### config.mk
export PLATFORM = sky130hd
export DESIGN_NAME = xn_seq_div
export DESIGN_NICKNAME = d
export VERILOG_FILES = /design/src/rtl/xn_seq_div.sv
export SDC_FILE = /design/constraint.sdc
export NUM_CORES = 1
export LEC_CHECK = 0
export CAP_MARGIN = 15
export CELL_PAD_IN_SITES_DETAIL_PLACEMENT = 0
export CELL_PAD_IN_SITES_GLOBAL_PLACEMENT = 1
export CORE_ASPECT_RATIO = 1.2
export CORE_MARGIN = 1.5
export CORE_UTILIZATION = 34
export DETAILED_ROUTE_END_ITERATION = 10
export HOLD_SLACK_MARGIN = 0.12
export PLACE_DENSITY = 0.76
export SLEW_MARGIN = 40
export SYNTH_ARGS = -nofsm -noshare
export SYNTH_HDL_FRONTEND = slang
export SYNTH_SLANG_ARGS = --single-unit
export TNS_END_PERCENT = 100
### constraint.sdc
create_clock -name clk -period 1.7 [get_ports clk]
set_input_delay 0.34 -clock clk [delete_from_list [all_inputs] [get_ports clk]]
set_output_delay 0.34 -clock clk [all_outputs]
set_load 0.01 [all_outputs]
### src/rtl/xn_seq_div.sv
// xn_seq_div: sequential restoring divider, 2W-bit dividend by W-bit divisor.
// Produces one quotient bit per clock (MSB first) behind valid/ready handshakes.
// A zero divisor short-circuits straight to a flagged all-ones result.
module xn_seq_div #(
   parameter int unsigned W = 2
) (
   input  logic           clk,
   input  logic           rst,
   input  logic           in_valid,
   output logic           in_ready,
   input  logic [2*W-1:0] dividend,
   input  logic [W-1:0]   divisor,
   output logic           out_valid,
   input  logic           out_ready,
   output logic [2*W-1:0] quotient,
   output logic [W-1:0]   remainder,
   output logic           div_by_zero
);

   localparam int unsigned CW = $clog2(2*W+1);

   localparam logic [1:0] S_IDLE = 2'd0;
   localparam logic [1:0] S_BUSY = 2'd1;
   localparam logic [1:0] S_DONE = 2'd2;

   logic [1:0]     state_q, state_d;
   logic [CW-1:0]  cnt_q,   cnt_d;
   logic [2*W-1:0] shf_q,   shf_d;
   logic [W-1:0]   part_q,  part_d;
   logic [W-1:0]   dvs_q,   dvs_d;
   logic [2*W-1:0] quo_q,   quo_d;
   logic [W-1:0]   rem_q,   rem_d;
   logic           dbz_q,   dbz_d;
   logic           ov_q,    ov_d;

   logic [W:0]     trial;
   logic           take;
   logic [W-1:0]   diff;
   logic [W-1:0]   part_step;
   logic [2*W-1:0] quo_step;

   // One restoring step. The shifted-in dividend bits are consumed from the top
   // of shf_q while quotient bits enter at the bottom, so after 2W steps shf_q
   // holds the quotient. The stored partial stays below the divisor, so it fits
   // in W bits; only the trial value needs the extra bit.
   always_comb begin
      trial     = {part_q, shf_q[2*W-1]};
      take      = (trial >= {1'b0, dvs_q});
      diff      = trial[W-1:0] - dvs_q;
      part_step = take ? diff : trial[W-1:0];
      quo_step  = {shf_q[2*W-2:0], take};
   end

   // Next-state and datapath control for IDLE / BUSY / DONE.
   always_comb begin
      state_d = state_q;
      cnt_d   = cnt_q;
      shf_d   = shf_q;
      part_d  = part_q;
      dvs_d   = dvs_q;
      quo_d   = quo_q;
      rem_d   = rem_q;
      dbz_d   = dbz_q;
      ov_d    = ov_q;
      case (state_q)
         S_IDLE: begin
            if (in_valid) begin
               shf_d  = dividend;
               dvs_d  = divisor;
               part_d = '0;
               cnt_d  = CW'(2*W);
               if (divisor == '0) begin
                  state_d = S_DONE;
                  quo_d   = '1;
                  rem_d   = dividend[W-1:0];
                  dbz_d   = 1'b1;
                  ov_d    = 1'b1;
               end else begin
                  state_d = S_BUSY;
               end
            end
         end
         S_BUSY: begin
            shf_d  = quo_step;
            part_d = part_step;
            cnt_d  = cnt_q - CW'(1);
            if (cnt_q == CW'(1)) begin
               state_d = S_DONE;
               quo_d   = quo_step;
               rem_d   = part_step;
               dbz_d   = 1'b0;
               ov_d    = 1'b1;
            end
         end
         S_DONE: begin
            if (out_ready) begin
               state_d = S_IDLE;
               ov_d    = 1'b0;
            end
         end
         default: begin
            state_d = S_IDLE;
            ov_d    = 1'b0;
         end
      endcase
   end

   // State registers with synchronous reset; reset overrides any handshake.
   always_ff @(posedge clk) begin
      if (rst) begin
         state_q <= S_IDLE;
         cnt_q   <= '0;
         shf_q   <= '0;
         part_q  <= '0;
         dvs_q   <= '0;
         quo_q   <= '0;
         rem_q   <= '0;
         dbz_q   <= 1'b0;
         ov_q    <= 1'b0;
      end else begin
         state_q <= state_d;
         cnt_q   <= cnt_d;
         shf_q   <= shf_d;
         part_q  <= part_d;
         dvs_q   <= dvs_d;
         quo_q   <= quo_d;
         rem_q   <= rem_d;
         dbz_q   <= dbz_d;
         ov_q    <= ov_d;
      end
   end

   assign in_ready    = (state_q == S_IDLE) && !rst;
   assign out_valid   = ov_q;
   assign quotient    = quo_q;
   assign remainder   = rem_q;
   assign div_by_zero = dbz_q;

endmodule

==> results of run 1 <==
==> synth_stat cells <==
master	count	share of area [%]
a21oi_1	10	4.8
a211oi_2	1	1.2
nor3_1	7	3.4
o221a_4	1	1.9
nor4b_1	1	0.84
nor2_1	22	8.0
nand3b_1	1	0.72
buf_6	2	2.2
or3_1	1	0.60
nor2_2	2	1.2
dfxtp_1	21	41
o21ai_0	2	0.97
clkbuf_1	3	1.1
nor3b_4	1	1.8
and2b_1	1	0.72
a211oi_1	2	1.4
nand2b_4	1	1.3
nand2_1	16	5.8
and3b_1	1	0.84
xor2_1	1	0.84
a311oi_1	3	2.5
a31oi_1	1	0.60
ha_1	4	4.8
a2111oi_0	1	0.84
nand2b_1	3	1.8
nor2b_1	3	1.8
a311oi_2	2	2.9
inv_1	5	1.8
mux2i_1	2	1.9
clkbuf_4	1	0.72
==> cell families after synthesis <==
family / count (synthesis) / share of synthesized area [%]
buffers and inverters: 11 / 5.790
AND/OR/NAND/NOR: 60 / 28.83
adder cells (fa/ha/maj): 4 / 4.825
AO/OA/AOI/OAI: 23 / 17.25
multiplexers: 2 / 1.930
XOR/XNOR: 1 / 0.8445
flip-flops: 21 / 40.53
==> stage by stage <==
step	power, mW	area, um2	util (%)	hold WS (ps)	TNS (ps)
3_5_place_dp	0.8653	1286	45.33	452.6	-285.9
6_report	1.103	1328	46.78	467.4	0
5_1_grt	1.176	1328	46.78	502.5	0
4_1_cts	1.111	1314	46.30	470.3	0
3_3_place_gp	0.8585	1286	45.33	448.6	-147.8
2_1_floorplan	0.7539	1037	-	407.9	0
==> repair_timing <==
item	in CTS	in global routing
endpoints found under the setup margin	2	3
buffers inserted	0	0
resized for setup	2	3
hold buffers	0	0
hold endpoints to repair	0	0
pin swaps	1	2
==> path summary, 6_finish.rpt <==
| path | startpoint | endpoint | slack, ps | cells past startpoint |
|---|---|---|---|---|
| worst min-delay path | dvs_q[1]$_SDFFE_PP0P_ | dvs_q[1]$_SDFFE_PP0P_ | 470 | 2 |
| worst max-delay path | shf_q[3]$_SDFFE_PP0P_ | remainder[0]$_SDFFE_PP0P_ | 100 | 6 |
| worst max register to register | shf_q[3]$_SDFFE_PP0P_ | remainder[0]$_SDFFE_PP0P_ | 100 | 6 |
| worst min register to register | dvs_q[1]$_SDFFE_PP0P_ | dvs_q[1]$_SDFFE_PP0P_ | 470 | 2 |
==> metal layers <==
metal | GRT usage (%) | share of wire (%) | wire length (um) | vias to the layer above
met2 | 23.92 | 47 | 1021 | 15
met5 | 0 | 0 | 0 | -
met1 | 18.99 | 48 | 1044 | 420
li1 | - | - | - | 473
met4 | 6.090 | 1.7 | 37 | 0
met3 | 2.844 | 4.2 | 92 | 4
==> power groups by stage <==
| stage | clock (mW) | sequential, mW | combinational (mW) |
|---|---|---|---|
| 2_1_floorplan | 0 | 0.578 | 0.176 |
| 3_3_place_gp | 0 | 0.575 | 0.284 |
| 3_5_place_dp | 0 | 0.577 | 0.288 |
| 4_1_cts | 0.256 | 0.566 | 0.289 |
| 5_1_grt | 0.277 | 0.575 | 0.325 |
| 6_report | 0.245 | 0.568 | 0.291 |
==> tightest hold or removal path, stage by stage, from the launching register on <==
cell,delay (ps)
dfxtp_1,330
nand2_1,50
a21oi_1,50
==> final cells by class <==
| cell class | instances | area, um2 |
|---|---|---|
| clock buffer | 3 | 22.52 |
| clock inverter | 1 | 5.005 |
| fill | 284 | 1510 |
| inverter | 5 | 18.77 |
| multi-input combinational | 90 | 569.3 |
| sequential | 21 | 422.9 |
| tap | 34 | 42.54 |
| timing repair buffer | 27 | 246.5 |
==> registers in the layout, summed over array words and instances (netlist names) <==
| register | cells |
|---|---|
| cnt_q | 3 |
| div_by_zero | 1 |
| dvs_q | 2 |
| out_valid | 1 |
| part_q | 2 |
| quotient | 4 |
| remainder | 2 |
| shf_q | 4 |
| state_q | 2 |
==> metrics.txt, run 1 <==
Period Utilization, post-route=94.08%; leakage=0.5198 nW; Fin Clk Skew=2.125 ps; Pwr Density=831.0 nW/um2; GP Congestion=0.7224; Max Cap Viol=0; Syn Std Cell Area=1037 um2; Setup crit start kind=register; synthesized flop and latch total=21; drt total wl=2195 um; die height=63.51 um; Clock Pin Slew Worst Setup and Hold Paths=120 ps; Netlist cell types=30; Mean Syn Cell Area=8.502 um2; Max-slew headroom=78.13%; pre-CTS setup slack=-142.5 ps; io pins=19; switching share of power=29.65%; Ys Warns=0; HPWL after DPL=1621 um; vias in the first global route=873; Seq/Total Area, Yosys=40.53%; Setup WS post-layout=100.7 ps; commonest non-fill, non-tap cell in the layout=nor2_1; Largest stage delay, worst path=360 ps; core footprint=2838 um2; Clock Tree Root=clkbuf_4; vias per cell=5.039; Syn-to-layout area delta=27.99%; std cell rows=21; final slew viol count=0; Max H-tree Level=1; Total GRT Usage=14.91%; Non-Filler Instances=181; Mapped Nets=136; placed cell count=177; Worst-Margin Slew=319.9 ps; Routed Antenna Nets=0; Worst VDD drop=312.1 uV; layout cells sized above 1=17.01%; CP Capture Type=register; Setup CP Type=register to register; Switch Pwr=0.3271 mW; achievable frequency=625.3 MHz; Vias=912; sequential share of power=51.5%; clk buf depth=2; die area=3392 um2; worst path cell trace=inv_2 > ha_4 > nand2b_1 > a211oi_2 > mux2i_1 > a311oi_2; CTS tree=built; worst skew pair latency=300 ps; Routed WL per cell=12.13 um; Clock Power Share=22.2%; clock sink count=21; DR DRC count=0; GRT overflow=0; antenna violations before repair=0; final hold violation count=0; first-pass GRT wire length=3857 um; Crit-path slowest cell=dfxtp_2; Hold Crit Class=register to register; n_diodes=0; minimum clock period=1599 ps; WP data required=1900 ps; CP max FO=3; CTS buffer count=3; RSZ-0062 raised after global routing=no; Starting DRT DRC Count=14; crit path DAT=1790 ps; commonest cells after routing, fill and taps aside=nor2_1 (22), dfxtp_1 (19), clkdlybuf4s50_1 (17); outcome=completed; Comb pwr share=26.3%; Cell Int Power=0.7761 mW; Starting Density=36.55%; I/O Buffers=18; family with the most delay on the worst path=compound AO/OA/AOI/OAI gates; final setup vio count=0; Pre-Repair DR Iteration Count=4; worst path buffer plus inverter count=1; Syn Inst Count=122; largest net degree at the start of global routing=22; Final #Nets=162; die width=53.42 um
Power figures use the tool's default switching activity.
==> inputs of run 2 (changes only) <==
- PLACE_DENSITY: 0.76 -> default
- PLACE_DENSITY_LB_ADDON: default -> 0.1
- SKIP_CTS_REPAIR_TIMING: default -> 1
- TNS_END_PERCENT: 100 -> 50
==> run 2 against run 1 <==
- via count fell by 2.7%
- sequential cell count is the same
- power grew 1.3%
- hold slack is essentially flat
- utilization increased by 0.97 points
- die area unchanged
- clock skew is 5.9 ps higher
- critical path depth decreased by 1
- global-route usage grew 0.80 points
- combinational power grew 7.2%
- cell area up 2.1%
- register-to-register slack about the same
- largest cell class unchanged
- largest power group unchanged
==> metrics.txt, run 2 (synthesized netlist as in run 1, its figures left out) <==
outcome=completed (unchanged); Routed WL per cell=12.84 um (was 12.13 um); WHS Endpoint=dvs_q[1]$_SDFFE_PP0P_ (unchanged); vias per cell=4.874 (was 5.039); n_diodes=0 (unchanged); Clock Pin Slew Worst Setup and Hold Paths=120 ps (about the same); Setup CP Type=register to register (unchanged); Crit-path slowest cell=or3_1 (was dfxtp_2); Fin Clk Skew=8.067 ps (was 2.125 ps); Worst VDD drop=392.4 uV (was 312.1 uV); family with the most delay on the worst path=simple AND/OR/NAND/NOR gates (was compound AO/OA/AOI/OAI gates); die width=53.42 um (unchanged); placed cell count=178 (was 177); Fin Hold WS=467.3 ps (was 467.4 ps); die area=3392 um2 (unchanged); Clock Power Share=21.5% (was 22.2%); TNS Setup=0 ps (unchanged); Clock Tree Root=clkbuf_4 (unchanged); met1 usage=20.06% (was 18.99%); HPWL after DPL=1728 um (was 1621 um); clock sink count=21 (unchanged); std cell rows=21 (unchanged); achievable frequency=620.5 MHz (was 625.3 MHz); Max-slew headroom=79.10% (was 78.13%); Final #Nets=163 (was 162); WP data required=1920 ps (was 1900 ps); largest net degree at the start of global routing=22 (unchanged); commonest non-fill, non-tap cell in the layout=nor2_1 (unchanged); Vias=887 (was 912); Syn-to-layout area delta=30.64% (was 27.99%); Starting Density=36.55% (unchanged); Starting DRT DRC Count=20 (was 14); first-pass GRT wire length=3960 um (was 3857 um); Reg2Reg Setup Slack=90 ps (was 100 ps); DR DRC count=0 (unchanged); GP Congestion=0.6929 (was 0.7224); Switch Pwr=0.3255 mW (was 0.3271 mW); Total GRT Usage=15.71% (was 14.91%); RSZ-0062 raised after global routing=yes (was no); CP max FO=3 (unchanged); R2R Path Start=dvs_q[1]$_SDFFE_PP0P_ (was shf_q[3]$_SDFFE_PP0P_); Comb pwr share=27.9% (was 26.3%); CTS tree=built (unchanged); worst path buffer plus inverter count=1 (unchanged); die height=63.51 um (unchanged); GRT busiest layer=met2 (unchanged); Setup crit start kind=register (unchanged); Final Util=47.75% (was 46.78%); switching share of power=29.12% (was 29.65%); GRT overflow=0 (unchanged); drt total wl=2336 um (was 2195 um); Pre-Repair DR Iteration Count=4 (unchanged); commonest cells after routing, fill and taps aside=nor2_1 (22), dfxtp_1 (20), clkdlybuf4s50_1 (17) (was nor2_1 (22), dfxtp_1 (19), clkdlybuf4s50_1 (17)); Max H-tree Level=1 (unchanged); met3 usage=2.370% (was 2.844%); clk buf depth=2 (unchanged); worst path cell trace=inv_1 > ha_1 > a2111oi_0 > or3_1 > a311oi_2 (was inv_2 > ha_4 > nand2b_1 > a211oi_2 > mux2i_1 > a311oi_2); Period Utilization, post-route=94.80% (was 94.08%); Crit Reg-Reg Endpoint=remainder[1]$_SDFFE_PP0P_ (was remainder[0]$_SDFFE_PP0P_); Non-Filler Instances=182 (was 181); sequential share of power=50.6% (was 51.5%); Max Cap Viol=0 (unchanged); worst skew pair latency=300 ps (about the same); Cell Int Power=0.7922 mW (was 0.7761 mW); I/O Buffers=18 (unchanged); core footprint=2838 um2 (unchanged); R2R cell count=5 (was 6); minimum clock period=1612 ps (was 1599 ps); final slew viol count=0 (unchanged); Worst Setup SP=dvs_q[1]$_SDFFE_PP0P_ (was shf_q[3]$_SDFFE_PP0P_); Routed Antenna Nets=0 (unchanged); leakage=0.5380 nW (was 0.5198 nW); vias in the first global route=908 (was 873); Worst-Margin Slew=305.7 ps (was 319.9 ps); antenna violations before repair=0 (unchanged); final setup vio count=0 (unchanged); layout cells sized above 1=16.89% (was 17.01%); io pins=19 (unchanged); crit path DAT=1830 ps (was 1790 ps); final hold violation count=0 (unchanged); Largest stage delay, worst path=420 ps (was 360 ps); CP Capture Type=register (unchanged); CTS buffer count=3 (unchanged); Min-Delay Startpoint=dvs_q[1]$_SDFFE_PP0P_ (unchanged); M2 GR Usage=25.93% (was 23.92%); Pwr Density=824.8 nW/um2 (was 831.0 nW/um2); Hold Crit Class=register to register (unchanged); Hold Crit Depth=2 (unchanged)
==> run 2: power groups by stage <==
stage	clock [mW]	sequential [mW]	combinational (mW)
6_report	0.240	0.566	0.312
5_1_grt	0.268	0.574	0.346
4_1_cts	0.254	0.565	0.298
3_5_place_dp	0	0.576	0.296
3_3_place_gp	0	0.574	0.293
2_1_floorplan	0	0.578	0.176
==> run 2: final cells by class <==
class                      count  area, um2
timing repair buffer          28      257.7
multi-input combinational     90      588.1
fill                         296       1483
clock buffer                   4      26.28
tap                           34      42.54
inverter                       5      18.77
sequential                    21      421.7
==> run 2: how the worst max path moves through the flow <==
stage | slack (ps) | to | cells past startpoint
after floorplan | 110 | remainder[0]$_SDFFE_PP0P_ | 6
after global placement | -100 | in_ready | 3
after detailed placement | -110 | in_ready | 3
after CTS | -110 | in_ready | 3
after global routing | -30 | remainder[1]$_SDFFE_PP0P_ | 5
final | 90 | remainder[1]$_SDFFE_PP0P_ | 5
==> run 2: stage by stage <==
stage	power [mW]	cell area (um2)	setup slack (ps)
after global placement	0.8666	1294	-102.7
final	1.118	1355	88.32
after detailed placement	0.8719	1294	-107.7
after CTS	1.117	1320	-114.4
after global routing	1.187	1355	-33.61
after floorplan	0.7539	1037	111.9
==> run 2: layer usage <==
metal	wire, um	vias up	part of all wire, %
met1	1144	407	49
met2	1111	10	48
li1	-	468	-
met5	0	-	0
met3	62	2	2.7
met4	18	0	0.77
==> run 2: worst min-delay path, stage by stage (launching register included) <==
cell     delay [ps]
dfxtp_1         330
nand2_1          50
a21oi_1          50
